[config.mk]
export PLATFORM = sky130hd
export DESIGN_NAME = addsub_multicycle
export DESIGN_NICKNAME = d
export VERILOG_FILES = /design/src/rtl/addsub_pkg.sv /design/src/rtl/addsub_digit.sv /design/src/rtl/addsub_multicycle.sv
export SDC_FILE = /design/constraint.sdc
export NUM_CORES = 1
export LEC_CHECK = 0
export CELL_PAD_IN_SITES_DETAIL_PLACEMENT = 0
export CELL_PAD_IN_SITES_GLOBAL_PLACEMENT = 1
export CORE_MARGIN = 1
export CORE_UTILIZATION = 35
export DETAILED_ROUTE_END_ITERATION = 8
export GPL_TIMING_DRIVEN = 0
export PLACE_DENSITY = 0.74
export SLEW_MARGIN = 10
export SYNTH_ARGS = -nofsm -noshare
export SYNTH_HDL_FRONTEND = slang
export SYNTH_SLANG_ARGS = --single-unit
[constraint.sdc]
create_clock -name clk -period 2.2 [get_ports clk]
set_input_delay 0.66 -clock clk [delete_from_list [all_inputs] [get_ports clk]]
set_output_delay 0.66 -clock clk [all_outputs]
set_load 0.05 [all_outputs]
[src/rtl/addsub_pkg.sv]
// Shared definitions for the multi-cycle adder/subtractor.
package addsub_pkg;

  typedef enum logic [1:0] {
    ST_IDLE = 2'd0,
    ST_RUN  = 2'd1,
    ST_DONE = 2'd2
  } state_e;

  localparam logic MODE_ADD = 1'b0;
  localparam logic MODE_SUB = 1'b1;

  // Legal geometry: at least 2 bits wide and the digit divides the width exactly.
  function automatic bit params_ok(input int unsigned width, input int unsigned digit);
    return (width >= 2) && (digit >= 1) && (digit <= width) && ((width % digit) == 0);
  endfunction

endpackage

[src/rtl/addsub_digit.sv]
// Combinational DIGIT-bit ripple adder slice; also exposes the carry into its top bit.
module addsub_digit #(
  parameter int unsigned DIGIT = 4
) (
  input  logic [DIGIT-1:0] x_i,
  input  logic [DIGIT-1:0] y_i,
  input  logic             cin_i,
  output logic [DIGIT-1:0] s_o,
  output logic             cout_o,
  output logic             c_msb_in_o
);

  logic [DIGIT:0] c;

  // Ripple the carry bit by bit through the slice.
  always_comb begin
    c      = '0;
    s_o    = '0;
    c[0]   = cin_i;
    for (int i = 0; i < DIGIT; i++) begin
      s_o[i]   = x_i[i] ^ y_i[i] ^ c[i];
      c[i+1]   = (x_i[i] & y_i[i]) | (x_i[i] & c[i]) | (y_i[i] & c[i]);
    end
  end

  assign cout_o     = c[DIGIT];
  assign c_msb_in_o = c[DIGIT-1];

endmodule

[src/rtl/addsub_multicycle.sv]
// Multi-cycle adder/subtractor: one DIGIT-bit slice walks the operands LSB digit first.
module addsub_multicycle
  import addsub_pkg::*;
#(
  parameter int unsigned WIDTH = 16,
  parameter int unsigned DIGIT = 4
) (
  input  logic             clk,
  input  logic             rst_n,
  input  logic             start_i,
  input  logic [WIDTH-1:0] a_i,
  input  logic [WIDTH-1:0] b_i,
  input  logic             mode_i,
  output logic             busy_o,
  output logic             done_o,
  output logic [WIDTH-1:0] result_o,
  output logic             cout_o,
  output logic             ovf_o,
  output logic             zero_o
);

  localparam int unsigned N       = WIDTH / DIGIT;
  localparam int unsigned IdxW    = (N > 1) ? $clog2(N) : 1;
  localparam logic [IdxW-1:0] LastIdx = IdxW'(N - 1);

  if (!params_ok(WIDTH, DIGIT)) begin : g_bad_params
    $error("addsub_multicycle: WIDTH must be >= 2 and a multiple of DIGIT");
  end

  state_e           state_q, state_d;
  logic [IdxW-1:0]  idx_q, idx_d;
  logic [WIDTH-1:0] a_q, a_d, b_q, b_d;
  logic             carry_q, carry_d;
  logic [WIDTH-1:0] result_q, result_d;
  logic             cout_q, cout_d, ovf_q, ovf_d, zero_q, zero_d;

  logic [DIGIT-1:0] dig_s;
  logic             dig_cout, dig_cmsb;
  logic [WIDTH-1:0] a_shift, b_shift;
  logic             launch;

  addsub_digit #(.DIGIT(DIGIT)) u_digit (
    .x_i        (a_q[DIGIT-1:0]),
    .y_i        (b_q[DIGIT-1:0]),
    .cin_i      (carry_q),
    .s_o        (dig_s),
    .cout_o     (dig_cout),
    .c_msb_in_o (dig_cmsb)
  );

  // A doubles as the result accumulator: sum digits enter at the top while A drains out the
  // bottom, so after N shifts it holds the complete result.
  if (N == 1) begin : g_single
    assign a_shift = dig_s;
    assign b_shift = '0;
  end else begin : g_multi
    assign a_shift = {dig_s, a_q[WIDTH-1:DIGIT]};
    assign b_shift = {{DIGIT{1'b0}}, b_q[WIDTH-1:DIGIT]};
  end

  // Next-state logic: launch from IDLE/DONE, one digit per RUN cycle, publish on the last digit.
  always_comb begin
    state_d  = state_q;
    idx_d    = idx_q;
    a_d      = a_q;
    b_d      = b_q;
    carry_d  = carry_q;
    result_d = result_q;
    cout_d   = cout_q;
    ovf_d    = ovf_q;
    zero_d   = zero_q;
    launch   = 1'b0;

    unique case (state_q)
      ST_IDLE: launch = start_i;
      ST_RUN: begin
        a_d     = a_shift;
        b_d     = b_shift;
        carry_d = dig_cout;
        idx_d   = idx_q + IdxW'(1);
        if (idx_q == LastIdx) begin
          state_d  = ST_DONE;
          result_d = a_shift;
          cout_d   = dig_cout;
          ovf_d    = dig_cmsb ^ dig_cout;
          zero_d   = (a_shift == '0);
        end
      end
      ST_DONE: begin
        state_d = ST_IDLE;
        launch  = start_i;
      end
      default: state_d = ST_IDLE;
    endcase

    // Subtraction is a + ~b + 1: invert B and seed the carry with the mode bit.
    if (launch) begin
      state_d = ST_RUN;
      idx_d   = '0;
      a_d     = a_i;
      b_d     = (mode_i == MODE_ADD) ? b_i : ~b_i;
      carry_d = (mode_i == MODE_SUB);
    end
  end

  // State and datapath registers; reset discards any partial operation.
  always_ff @(posedge clk or negedge rst_n) begin
    if (!rst_n) begin
      state_q  <= ST_IDLE;
      idx_q    <= '0;
      a_q      <= '0;
      b_q      <= '0;
      carry_q  <= 1'b0;
      result_q <= '0;
      cout_q   <= 1'b0;
      ovf_q    <= 1'b0;
      zero_q   <= 1'b0;
    end else begin
      state_q  <= state_d;
      idx_q    <= idx_d;
      a_q      <= a_d;
      b_q      <= b_d;
      carry_q  <= carry_d;
      result_q <= result_d;
      cout_q   <= cout_d;
      ovf_q    <= ovf_d;
      zero_q   <= zero_d;
    end
  end

  assign busy_o   = (state_q == ST_RUN);
  assign done_o   = (state_q == ST_DONE);
  assign result_o = result_q;
  assign cout_o   = cout_q;
  assign ovf_o    = ovf_q;
  assign zero_o   = zero_q;

endmodule
==> results.sh, run 1 <==
export IMPL_required_ns=2.45
export IMPL_violations="setup timing"
export IMPL_portBuffers=55
export IMPL_reg2reg_slack_ns=-0.21
export IMPL_pwr_density_cell_nw_per_um2=1670
export IMPL_clk_latency_ns=0.31
export IMPL_dr_pass1_iters=4
export IMPL_worstPathCellList="inv_2 > fa_2 > inv_2 > fa_2 > fa_2 > inv_2 > fa_2 > nor4b_4 > nand4_1 > o21ai_1"
export IMPL_ctsLongestPathBuffers=2
export IMPL_reg2reg_depth=10
export IMPL_holdWs_ns=0.126
export IMPL_drc=0
export IMPL_slew_headroom=0.654
export IMPL_fin_skew_ns=0.00880
export IMPL_clockRootBuffer="clkbuf_8"
export IMPL_dp_hpwl_um=4560
export IMPL_wl_per_cell_um=15.0
export IMPL_die_x_um=89.2
export IMPL_crit_buf_inv=3
export IMPL_n_antenna_cell=0
export IMPL_cts_sinks=56
export IMPL_rr_startpoint="a_q[0]$_DFFE_PN0P_"
export IMPL_hp_class="in2async"
export IMPL_pin_count=57
export IMPL_start_util=0.365
export IMPL_max_freq_mhz=415
export IMPL_ctsHoldBuffers=0
export IMPL_async_flop_share=1.00
export IMPL_antenna_found_initial=0
export IMPL_nets=355
export IMPL_maxSlewViolCount=0
export IMPL_synthFlopType="dfrtp_1"
export IMPL_post_route_period_util=1.10
export IMPL_drv_cap=0
export IMPL_grt_pass1_vias=1976
export IMPL_cp_top_family="adder cells"
export IMPL_cts_tree="built"
export IMPL_numPlacedInstances=401
export IMPL_synth_distinct_cells=31
export IMPL_die_area_sq_um=7960
export IMPL_slowest_delay_ns=0.57
export IMPL_grt_overflow=0
export IMPL_vias=2001
export IMPL_path_class="reg2reg"
export IMPL_post_drt_via_cell_ratio=4.83
export IMPL_syn_area_per_cell_sq_um=10.9
export IMPL_power_mw=5.91
export IMPL_drt_iter0_markers=79
export IMPL_final_antenna_net_count=0
export IMPL_path_depth=10
export IMPL_fill_cells=738
export IMPL_start_kind="register"
export IMPL_reg2reg_to="zero_o$_DFFE_PN0P_"
export IMPL_grt_usage=0.172
export IMPL_grt_pass1_wl_um=10100
export IMPL_crit_path_max_fanout=3
export IMPL_htreeDepth=2
export IMPL_synth_seq_cells=56
export IMPL_finalHoldViolations=0
export IMPL_fp_row_count=31
export IMPL_syn_nets=286
export IMPL_syn_instance_count=245
export IMPL_final_cells=414
export IMPL_worstPathArrival_ns=2.66
export IMPL_crit_top_cell="fa_2"
export IMPL_cp_slowest_cell="fa_2"
export IMPL_ys_seq_area_frac=0.526
export IMPL_final_setup_worst_slack_ns=-0.211
export IMPL_power_leakage_nw=1.64
export IMPL_status="finished, violations left"
export IMPL_cts_buffers=5
export IMPL_wl_um=6190
export IMPL_worst_pin_slew_ns=0.518
export IMPL_grt_max_degree=36
export IMPL_final_setup_viol_count=3
export IMPL_globalplace_congestion=0.760
export IMPL_rsz0062_at_grt="yes"
export IMPL_area_growth_pct=33.3
export IMPL_peakVddDrop_uv=437
export IMPL_finalCriticalPeriod_ns=2.41
export IMPL_clkSlewWorstSetupHoldPaths_ns=0.10
export IMPL_synth_edf_count=0
export IMPL_core_area_sq_um=7290
export IMPL_end_kind="register"
export IMPL_synth_warnings=0
export IMPL_synth_area_sq_um=2660
export IMPL_die_h_um=89.2
export IMPL_drive_gt1_frac=0.200
[layout by cell type (no fill, tap or decap), drive strengths merged, types with 2 or more instances in the layout]
cell type | synthesis | layout
dfrtp | 56 | 56
clkdlybuf4s50 | 0 | 49
nand2 | 45 | 45
buf | 15 | 24
nor2 | 18 | 18
xor2 | 17 | 17
a31oi | 15 | 15
mux2 | 15 | 15
nand3 | 10 | 10
inv | 9 | 10
a22oi | 9 | 9
clkbuf | 2 | 8
o21ai | 8 | 8
a22o | 5 | 5
a221o | 4 | 4
fa | 4 | 4
dlymetal6s2s | 0 | 3
nor4 | 2 | 2
nor3 | 2 | 2
nand2b | 2 | 2
nor2b | 2 | 2
nor4b | 2 | 2
[sequential cells by signal, summed over array words and instances (netlist names)]
| name | cells |
|---|---|
| a_q | 16 |
| b_q | 16 |
| carry_q | 1 |
| cout_o | 1 |
| idx_q | 2 |
| ovf_o | 1 |
| result_o | 16 |
| state_q | 2 |
| zero_o | 1 |
[per-layer routing]
metal,track usage,part of all wire
met4,0.0418,0.014
met2,0.285,0.48
met5,0,0
met1,0.235,0.46
met3,0.0314,0.041
[what timing repair did]
action / 4_1_cts / 5_1_grt
buffers inserted: 5 / 1
pin swaps: 6 / 2
resized for setup: 13 / 7
setup endpoints to repair: 7 / 10
[power breakdown]
group          total, mW  switching (mW)  internal, mW
Clock              0.608           0.350         0.259
Combinational       3.37            1.85          1.52
Sequential          1.93           0.387          1.55
[logic make-up after synthesis]
logic type / share of synthesized area
xor gates and xnor gates: 0.0559
muxes: 0.0761
buffers and inverters: 0.0554
and+or+nand+nor: 0.145
AOI/OAI and AO/OA: 0.107
adders and majority gates: 0.0348
DFF: 0.526
[final cells by class]
type | instances | area, sq um | area share
Buffer | 16 | 109 | 0.0307
Clock buffer | 6 | 82.6 | 0.0233
Clock inverter | 2 | 13.8 | 0.00388
Inverter | 9 | 33.8 | 0.00952
Multi-Input combinational cell | 163 | 1140 | 0.322
Sequential cell | 56 | 1400 | 0.395
Tap cell | 99 | 124 | 0.0349
Timing Repair Buffer | 63 | 642 | 0.181
[worst max path at each step]
stage	from	endpoint	slack, ns
finish	a_q[0]$_DFFE_PN0P_	zero_o$_DFFE_PN0P_	-0.21
global route	a_q[0]$_DFFE_PN0P_	zero_o$_DFFE_PN0P_	-0.35
CTS	a_q[0]$_DFFE_PN0P_	zero_o$_DFFE_PN0P_	-0.23
detailed placement	b_q[0]$_DFFE_PN0P_	zero_o$_DFFE_PN0P_	-0.33
global placement	rst_n	b_q[13]$_DFFE_PN0P_	-1.27
floorplan	a_q[0]$_DFFE_PN0P_	zero_o$_DFFE_PN0P_	-0.04
[cells in the mapped netlist, types with 3 or more instances]
| cell | n | area, sq um |
|---|---|---|
| dfrtp_1 | 56 | 1400 |
| nand2_1 | 45 | 169 |
| nor2_1 | 17 | 63.8 |
| xor2_1 | 17 | 149 |
| a31oi_1 | 15 | 93.8 |
| nand3_1 | 10 | 50.1 |
| a22oi_1 | 9 | 67.6 |
| mux2_4 | 9 | 135 |
| inv_1 | 8 | 30.0 |
| buf_2 | 7 | 35.0 |
| o21ai_0 | 7 | 35.0 |
| mux2_2 | 6 | 67.6 |
| a22o_1 | 5 | 43.8 |
| buf_4 | 5 | 37.5 |
| a221o_1 | 4 | 40.0 |
| fa_1 | 4 | 80.1 |
| buf_6 | 3 | 33.8 |
[through the flow]
stage          TNS, ns  cell area, sq um  setup slack, ns   util
2_1_floorplan  -0.0378              2680          -0.0378      -
3_3_place_gp    -71.92              3350            -1.27  0.459
3_5_place_dp    -0.900              3390           -0.335  0.465
4_1_cts         -0.550              3530           -0.230  0.484
5_1_grt         -0.843              3550           -0.348  0.487
6_report        -0.480              3550           -0.211  0.487
(Power assumes the default switching activity.)
==> run 2, diff against run 1 <==
Settings changed: CORE_ASPECT_RATIO set to 2, SETUP_SLACK_MARGIN set to 0.2.
==> run 2 against run 1 <==
Against the previous run: the run still ends with setup timing left; register-to-register slack about the same; clock power rose by 33%; sequential share of layout area stayed put; routed wire length grew 3.3%.
==> results.sh, run 2 (synthesis gave the netlist of run 1 again) <==
export IMPL_post_drt_via_cell_ratio=4.94
export IMPL_power_leakage_nw=1.65
export IMPL_switching_share=0.432
export IMPL_top_usage_layer="met2"
export IMPL_die_x_um=63.7
export IMPL_slew_headroom=0.528
export IMPL_pin_count=57
export IMPL_grt_pass1_vias=2004
export IMPL_antenna_found_initial=0
export IMPL_max_freq_mhz=414
export IMPL_portBuffers=55
export IMPL_start_util=0.364
export IMPL_fp_row_count=44
export IMPL_drc=0
export IMPL_vias=2002
export IMPL_worst_pin_slew_ns=0.708
export IMPL_grt_usage=0.175
export IMPL_pwr_density_cell_nw_per_um2=1740
export IMPL_htreeDepth=2
export IMPL_path_class="reg2reg"
export IMPL_met3_usage=0.0292
export IMPL_worstPathArrival_ns=2.64
export IMPL_power_frac_comb=0.553
export IMPL_tns_ns=-0.607
export IMPL_grt_max_degree=57
export IMPL_power_switching_mw=2.67
export IMPL_clockRootBuffer="clkbuf_16"
export IMPL_final_cells=405
export IMPL_end_kind="register"
export IMPL_area_growth_pct=33.3
export IMPL_grt_overflow=0
export IMPL_peakVddDrop_uv=633
export IMPL_cts_sinks=56
export IMPL_drt_iter0_markers=71
export IMPL_drv_cap=0
export IMPL_clkSlewWorstSetupHoldPaths_ns=0.07
export IMPL_core_area_sq_um=7320
export IMPL_wl_um=6400
export IMPL_dp_hpwl_um=4740
export IMPL_cts_buffers=5
export IMPL_met1_usage=0.196
export IMPL_use_met2=0.314
export IMPL_stdcell_area_sq_um=3550
export IMPL_fin_skew_ns=0.00415
export IMPL_die_h_um=125
export IMPL_seqCellArea_sq_um=1400
export IMPL_globalplace_congestion=0.848
export IMPL_dpl_instance_area_sq_um=3340
export IMPL_clockPowerShare=0.132
export IMPL_power_mw=6.17
export IMPL_hp_class="in2async"
export IMPL_ctsHoldBuffers=0
export IMPL_violations="setup timing"
export IMPL_finalHoldViolations=0
export IMPL_status="finished, violations left"
export IMPL_die_area_sq_um=7990
export IMPL_rsz0062_at_grt="yes"
export IMPL_clk_latency_ns=0.30
export IMPL_multi_input_area_sq_um=1150
export IMPL_numPlacedInstances=392
export IMPL_drive_gt1_frac=0.204
export IMPL_fill_cells=711
export IMPL_grt_pass1_wl_um=10400
export IMPL_maxSlewViolCount=0
export IMPL_start_kind="register"
export IMPL_finalCriticalPeriod_ns=2.42
export IMPL_layout_common_cells="dfrtp_1 (55), nand2_1 (45), clkdlybuf4s50_1 (33)"
export IMPL_reg2reg_depth=10
export IMPL_final_setup_worst_slack_ns=-0.217
export IMPL_post_route_period_util=1.10
export IMPL_crit_path_max_fanout=3
export IMPL_cts_tree="built"
export IMPL_n_antenna_cell=0
export IMPL_layout_commonest_cell="dfrtp_1"
export IMPL_wl_per_cell_um=15.8
export IMPL_rr_startpoint="a_q[0]$_DFFE_PN0P_"
export IMPL_internal_power_mw=3.50
export IMPL_reg2reg_to="zero_o$_DFFE_PN0P_"
export IMPL_required_ns=2.43
export IMPL_nets=353
export IMPL_dr_pass1_iters=5
export IMPL_reg2reg_slack_ns=-0.22
export IMPL_ctsLongestPathBuffers=2
export IMPL_final_antenna_net_count=0
export IMPL_final_setup_viol_count=3
export IMPL_power_frac_seq=0.315
[run 2: cell count changes in the layout (fill, tap and decap cells not counted), sizes merged]
cell           previous run  this run
dlygate4sd2               1        19
clkdlybuf4s50            49        33
buf                      24        22
clkinv                    1         2
dlymetal6s2s              3         0
inv                      10         9
clkdlybuf4s15             0         1
[run 2: worst max-delay path by stage]
stage / from / to / slack, ns / depth (start not counted)
6_report: a_q[0]$_DFFE_PN0P_ / zero_o$_DFFE_PN0P_ / -0.22 / 10
3_3_place_gp: rst_n / result_o[5]$_DFFE_PN0P_ / -1.29 / 1
2_1_floorplan: a_q[0]$_DFFE_PN0P_ / zero_o$_DFFE_PN0P_ / -0.04 / 10
4_1_cts: a_q[0]$_DFFE_PN0P_ / zero_o$_DFFE_PN0P_ / -0.25 / 10
5_1_grt: a_q[0]$_DFFE_PN0P_ / zero_o$_DFFE_PN0P_ / -0.32 / 10
3_5_place_dp: a_q[0]$_DFFE_PN0P_ / zero_o$_DFFE_PN0P_ / -0.37 / 10
[run 2: timing repair]
action                     4_1_cts  5_1_grt
setup endpoints to repair       27        7
buffers inserted                 2        3
gates resized for setup         38       11
pin swaps                        5        5
[run 2: final cells by class]
class,count,share of cell area
Clock buffer,6,0.0391
Multi-Input combinational cell,163,0.325
Clock inverter,2,0.00282
Sequential cell,56,0.395
Timing Repair Buffer,60,0.161
Buffer,17,0.0338
Tap cell,92,0.0324
Inverter,9,0.0102
[run 2: worst max-delay path, stage by stage (launching register included)]
cell and delay (ns):
dfrtp_1 0.34, inv_2 0.05, fa_2 0.39, inv_2 0.06
fa_2 0.20, fa_2 0.24, inv_2 0.04, fa_2 0.55
nor4b_4 0.21, nand4_1 0.13, o21ai_1 0.14
[run 2: routing by layer]
layer / routed length, um / vias to the layer above / part of all wire
li1: - / 966 / -
met1: 2470 / 977 / 0.39
met2: 3510 / 47 / 0.55
met3: 182 / 12 / 0.028
met4: 228 / 0 / 0.036
met5: 0 / - / 0
[run 2: power groups by stage]
stage | logic [mW] | registers, mW | clock network [mW]
2_1_floorplan | 1.69 | 2.42 | 0
3_3_place_gp | 3.14 | 1.94 | 0
3_5_place_dp | 3.18 | 1.96 | 0
4_1_cts | 3.23 | 1.94 | 0.834
5_1_grt | 3.69 | 2.01 | 0.868
6_report | 3.41 | 1.94 | 0.811
[run 2: through the flow]
stage / setup slack (ns) / utilization / hold slack, ns
finish: -0.217 / 0.485 / 0.419
CTS: -0.247 / 0.479 / 0.445
detailed placement: -0.368 / 0.456 / 0.474
floorplan: -0.0360 / - / 0.364
global placement: -1.29 / 0.456 / 0.466
global route: -0.316 / 0.485 / 0.464
==> run 3, diff against run 2 <==
Settings changed: SETUP_SLACK_MARGIN 0.2 to 0.4, SKIP_CTS_REPAIR_TIMING set to 1.
==> run 3 against run 2 <==
Against the previous run: the run still ends with setup timing left; via count grew 0.55%; die area is the same; sequential power is essentially flat; first-iteration DRC count grew 70%.
==> results.sh, run 3 (synthesis gave the netlist of run 1 again) <==
export IMPL_finalCriticalPeriod_ns=2.45
export IMPL_layout_commonest_cell="dfrtp_1"
export IMPL_grt_overflow=0
export IMPL_met1_usage=0.201
export IMPL_fp_row_count=44
export IMPL_status="finished, violations left"
export IMPL_power_switching_mw=2.70
export IMPL_internal_power_mw=3.56
export IMPL_multi_input_area_sq_um=1160
export IMPL_power_leakage_nw=1.81
export IMPL_crit_path_max_fanout=3
export IMPL_fill_cells=662
export IMPL_cts_sinks=56
export IMPL_drt_iter0_markers=121
export IMPL_stdcell_area_sq_um=3620
export IMPL_crit_top_cell="fa_2"
export IMPL_worstPathArrival_ns=2.67
export IMPL_n_antenna_cell=0
export IMPL_grt_usage=0.183
export IMPL_crit_buf_inv=3
export IMPL_holdWs_ns=0.411
export IMPL_die_x_um=63.7
export IMPL_antenna_found_initial=0
export IMPL_clockPowerShare=0.128
export IMPL_pwr_density_cell_nw_per_um2=1730
export IMPL_slowest_delay_ns=0.56
export IMPL_violations="setup timing"
export IMPL_grt_pass1_wl_um=10900
export IMPL_finalHoldViolations=0
export IMPL_max_freq_mhz=409
export IMPL_wl_per_cell_um=16.6
export IMPL_die_h_um=125
export IMPL_switching_share=0.432
export IMPL_die_area_sq_um=7990
export IMPL_hp_class="in2async"
export IMPL_drv_cap=0
export IMPL_nets=352
export IMPL_rsz0062_at_grt="yes"
export IMPL_cts_buffers=5
export IMPL_met3_usage=0.0356
export IMPL_cp_top_family="adder cells"
export IMPL_required_ns=2.42
export IMPL_peakVddDrop_uv=690
export IMPL_dp_hpwl_um=4910
export IMPL_htreeDepth=2
export IMPL_slew_headroom=0.522
export IMPL_final_cells=404
export IMPL_worstPathCellList="inv_2 > fa_2 > inv_2 > fa_2 > fa_2 > inv_2 > fa_2 > nor4b_4 > nand4_1 > o21ai_1"
export IMPL_final_antenna_net_count=0
export IMPL_final_setup_viol_count=3
export IMPL_cp_slowest_cell="fa_2"
export IMPL_post_route_util=0.494
export IMPL_dr_pass1_iters=5
export IMPL_power_frac_comb=0.559
export IMPL_wl_um=6710
export IMPL_path_class="reg2reg"
export IMPL_worst_pin_slew_ns=0.717
export IMPL_grt_max_degree=57
export IMPL_grt_pass1_vias=2062
export IMPL_clk_latency_ns=0.30
export IMPL_top_usage_layer="met2"
export IMPL_post_drt_via_cell_ratio=4.98
export IMPL_vias=2013
export IMPL_seqCellArea_sq_um=1400
export IMPL_clkSlewWorstSetupHoldPaths_ns=0.07
export IMPL_pin_count=57
export IMPL_dpl_instance_area_sq_um=3340
export IMPL_start_kind="register"
export IMPL_core_area_sq_um=7320
export IMPL_reg2reg_slack_ns=-0.25
export IMPL_fin_skew_ns=0.00724
export IMPL_final_setup_worst_slack_ns=-0.246
export IMPL_end_kind="register"
export IMPL_drc=0
export IMPL_start_util=0.364
export IMPL_post_route_period_util=1.11
export IMPL_cts_tree="built"
export IMPL_area_growth_pct=35.8
export IMPL_clockRootBuffer="clkbuf_16"
export IMPL_use_met2=0.330
export IMPL_globalplace_congestion=0.860
export IMPL_numPlacedInstances=392
export IMPL_maxSlewViolCount=0
export IMPL_ctsLongestPathBuffers=2
export IMPL_power_frac_seq=0.313
export IMPL_drive_gt1_frac=0.205
export IMPL_portBuffers=55
export IMPL_layout_common_cells="dfrtp_1 (55), nand2_1 (45), clkdlybuf4s50_1 (33)"
==> run 3: cell count changes in the layout (fill, tap and decap cells not counted), sizes merged <==
cell	previous run	this run
clkbuf	8	7
clkinv	2	1
clkdlybuf4s15	1	0
dlygate4sd2	19	0
inv	9	10
dlymetal6s2s	0	19
clkinvlp	0	1
==> run 3: path summary, 6_finish.rpt <==
path | startpoint | endpoint | cells past startpoint
min in group clk | zero_o$_DFFE_PN0P_ | zero_o$_DFFE_PN0P_ | 2
hold reg to reg | zero_o$_DFFE_PN0P_ | zero_o$_DFFE_PN0P_ | 2
hold / removal | rst_n | cout_o$_DFFE_PN0P_ | 1
setup reg to reg | a_q[0]$_DFFE_PN0P_ | zero_o$_DFFE_PN0P_ | 10
setup / recovery | a_q[0]$_DFFE_PN0P_ | zero_o$_DFFE_PN0P_ | 10
max in group asynchronous | rst_n | state_q[0]$_DFFE_PN0P_ | 1
==> run 3: metal layers <==
layer  vias up  wire length, um
met3        11              246
met1       972             2460
met2        60             3800
met5         -                0
li1        970                -
met4         0              203
==> run 3: power groups by stage <==
stage               sequential (mW)  clock [mW]  combinational (mW)
CTS                            1.95       0.821                3.21
floorplan                      2.43           0                1.69
detailed placement             1.97           0                3.20
global placement               1.95           0                3.15
finish                         1.96       0.803                3.50
global route                   2.02       0.856                3.81
==> run 3: stage by stage <==
step / TNS (ns) / total power [mW] / worst slack, ns
2_1_floorplan: -0.0360 / 4.12 / -0.0360
3_3_place_gp: -74.66 / 5.10 / -1.32
3_5_place_dp: -1.05 / 5.17 / -0.373
4_1_cts: -1.64 / 5.98 / -0.598
5_1_grt: -0.974 / 6.69 / -0.386
6_report: -0.566 / 6.26 / -0.246
==> run 3: cell type report <==
cell class / instances / share of cell area
sequential: 56 / 0.388
multi-input combinational: 163 / 0.321
timing repair buffer: 59 / 0.175
buffer: 17 / 0.0349
clock buffer: 5 / 0.0346
tap: 92 / 0.0318
inverter: 9 / 0.00934
clock inverter: 3 / 0.00588
==> run 3: worst register-to-register path: stages, from the launching register on <==
cell	delay [ns]
dfrtp_1	0.34
inv_2	0.05
fa_2	0.40
inv_2	0.07
fa_2	0.19
fa_2	0.23
inv_2	0.05
fa_2	0.56
nor4b_4	0.20
nand4_1	0.14
o21ai_1	0.14
==> patch (flow settings as in run 2) <==
`DIGIT` is set to 4 in 2 places; all go to 8.
--- a/src/rtl/addsub_digit.sv
+++ b/src/rtl/addsub_digit.sv
@@ -1,5 +1,5 @@
 // Combinational DIGIT-bit ripple adder slice; also exposes the carry into its top bit.
 module addsub_digit #(
-  parameter int unsigned DIGIT = 4
+  parameter int unsigned DIGIT = 8
 ) (
   input  logic [DIGIT-1:0] x_i,
--- a/src/rtl/addsub_multicycle.sv
+++ b/src/rtl/addsub_multicycle.sv
@@ -4,5 +4,5 @@
 #(
   parameter int unsigned WIDTH = 16,
-  parameter int unsigned DIGIT = 4
+  parameter int unsigned DIGIT = 8
 ) (
   input  logic             clk,
Behaviour: not the same (Yosys sat finds a counterexample within 4 cycles, from zero or initial values and one cycle with rst_n low).
==> patch against run 2 <==
  * The run still ends with negative setup slack left
  * Setup slack lost 1.4 ns
  * Power grew 8.0%
  * Highest routed layer unchanged
  * Area after synthesis shrank 2.8%
  * Design area grew 1.6%
  * Sequential cell count shrank 1
  * Routed wire length shrank 4.7%
  * Sequential share of layout area shrank 1.3 points
  * Critical path type unchanged
  * Largest cell class unchanged
==> patch: results (changes against run 2) <==
placement:
  post-place-ws_ns: -1.66  # -1.29 ns
  dp_cells: 354  # -9.7%
  dp_hpwl_um: 4600  # -3.1%
  port-buffer-count: 55  # unchanged
  gp_congestion: 0.792  # -6.7%
worst_setup_path:
  cp.arrival_ns: 3.97  # +1.33 ns
  cp_slowest_stage_delay_ns: 0.45  # -0.10 ns
  worst-path-max-fanout: 2  # -1
  worstRegToRegCells: 14  # +4
sta:
  worst_slack_ns: -1.59  # -1.38 ns
  setup_viol: 14  # +11
  fin_skew_ns: 0.00937  # +0.00523 ns
  worst_hold_slack_ns: 0.336  # -0.0828 ns
  tightest_slew_ns: 0.537  # -0.172 ns
  final.setup.tns_ns: -13.81  # -13.20 ns
synth:
  synth_fp_nets: 250  # -13%
  synthTopCellsByArea: "dfrtp_1 53%, mux2_2 7.0%, a22o_1 6.8%"
  seq_area_frac_synth_pct: 53.1  # +0.53 points
  avgSynthCellArea_um2: 12.6  # +16%
  synth.distinct_cells: 26  # -16%
  synthTopCellsByCount: "55 x dfrtp_1, 20 x a22o_1, 17 x xor2_1"
  ys_warn_count: 0  # unchanged
pwr:
  peakVddDrop_mv: 0.535  # -16%
  p_leak_nw: 1.71  # +3.4%
detailed_routing:
  drtIter0Drc: 77  # +8.5%
  viasPerCell: 4.98  # +0.83%
  wire_per_inst_um: 16.2  # +2.6%
  dr.pass1.iters: 4  # -1
cts:
  clkTransAtPathRegs_ns: 0.07  # about the same
global_routing:
  grt_pass1_vias: 1901  # -5.1%
  grt_pass1_wl_um: 10000  # -3.8%
  grt_max_degree: 34  # -40%
  grt.total_usage_pct: 17.8  # +0.23 points
finish:
  layout-drive-gt1-share_pct: 24.6  # +4.2 points
  nNetsFinal: 327  # -7.4%
  final_cells: 376  # -7.2%
  fill_cells: 695  # -2.3%
run_status:
  violations: "negative setup slack"
  status: "complete, but fails checks"
min_path:
  hold_path.class: "input port to asynchronous set/reset pin"
[patch: changes by cell type after synthesis, moves of 7 or more]
| cell | run 2 | this run |
|---|---|---|
| mux2_4 | 9 | 0 |
| a22o_1 | 5 | 20 |
| mux2_2 | 6 | 16 |
| nand3_1 | 10 | 0 |
| o21ai_0 | 7 | 14 |
| a22oi_1 | 9 | 0 |
| mux2i_1 | 0 | 8 |
| nand2_1 | 45 | 14 |
| nor2_1 | 17 | 2 |
| a31oi_1 | 15 | 0 |
| a21o_1 | 0 | 12 |
[patch: kinds of logic after synthesis]
| logic type | synth area share (%) |
|---|---|
| buf+inv | 4.49 |
| simple gates | 5.60 |
| xor+xnor | 5.75 |
| fa+ha+maj | 6.18 |
| mux | 10.0 |
| compound gates | 14.8 |
| flops | 53.1 |
[patch: repair_timing]
item / CTS / global route
resized for setup: 43 / 2
endpoints found under the setup margin: 35 / 17
pin swaps: 1 / 0
setup buffers: 9 / 5
[patch: path summary, 6_finish.rpt]
check | start | to
hold reg to reg | ovf_o | ovf_o
setup reg to reg | b_q[0] | zero_o
setup / recovery | b_q[0] | zero_o
min in group clk | ovf_o | ovf_o
hold / removal | rst_n | result_o[11]
max in group asynchronous | rst_n | b_q[14]
[patch: final cells by class]
class	count	share of cell area [%]
repair buffers	70	18.4
multi-input cells	128	31.3
inverters	9	1.01
well taps	92	3.19
flip-flops and latches	55	38.2
clock buffers	5	3.47
plain buffers	14	2.50
clock inverters	3	1.87
[patch: report_power, final]
part	leakage, nW	internal [mW]	switching [mW]
clock	0.0900	0.652	0.368
combinational	0.942	1.81	1.97
sequential	0.678	1.52	0.348
[patch: per-layer routing]
metal	vias to the layer above	wire (um)	GRT usage (%)
met1	948	2210	18.0
li1	872	-	-
met5	-	0	0
met4	0	181	9.88
met2	43	3480	33.4
met3	11	220	3.66
[patch: worst reg2reg max path, delay by kind of cell, from the launching register on]
kind / cells / cell delay, ns
AND/OR/NAND/NOR: 2 / 0.29
buffers and inverters: 3 / 0.17
flip-flops: 1 / 0.39
adder cells (fa/ha/maj): 8 / 2.73
AO/OA/AOI/OAI: 1 / 0.07
[patch: per-stage QoR]
stage                     util [%]  cell area, um^2
after global routing          50.0             3600
final                         50.0             3600
after global placement        45.4             3270
after detailed placement      45.6             3290
after CTS                     49.4             3560
after floorplan                  -             2610
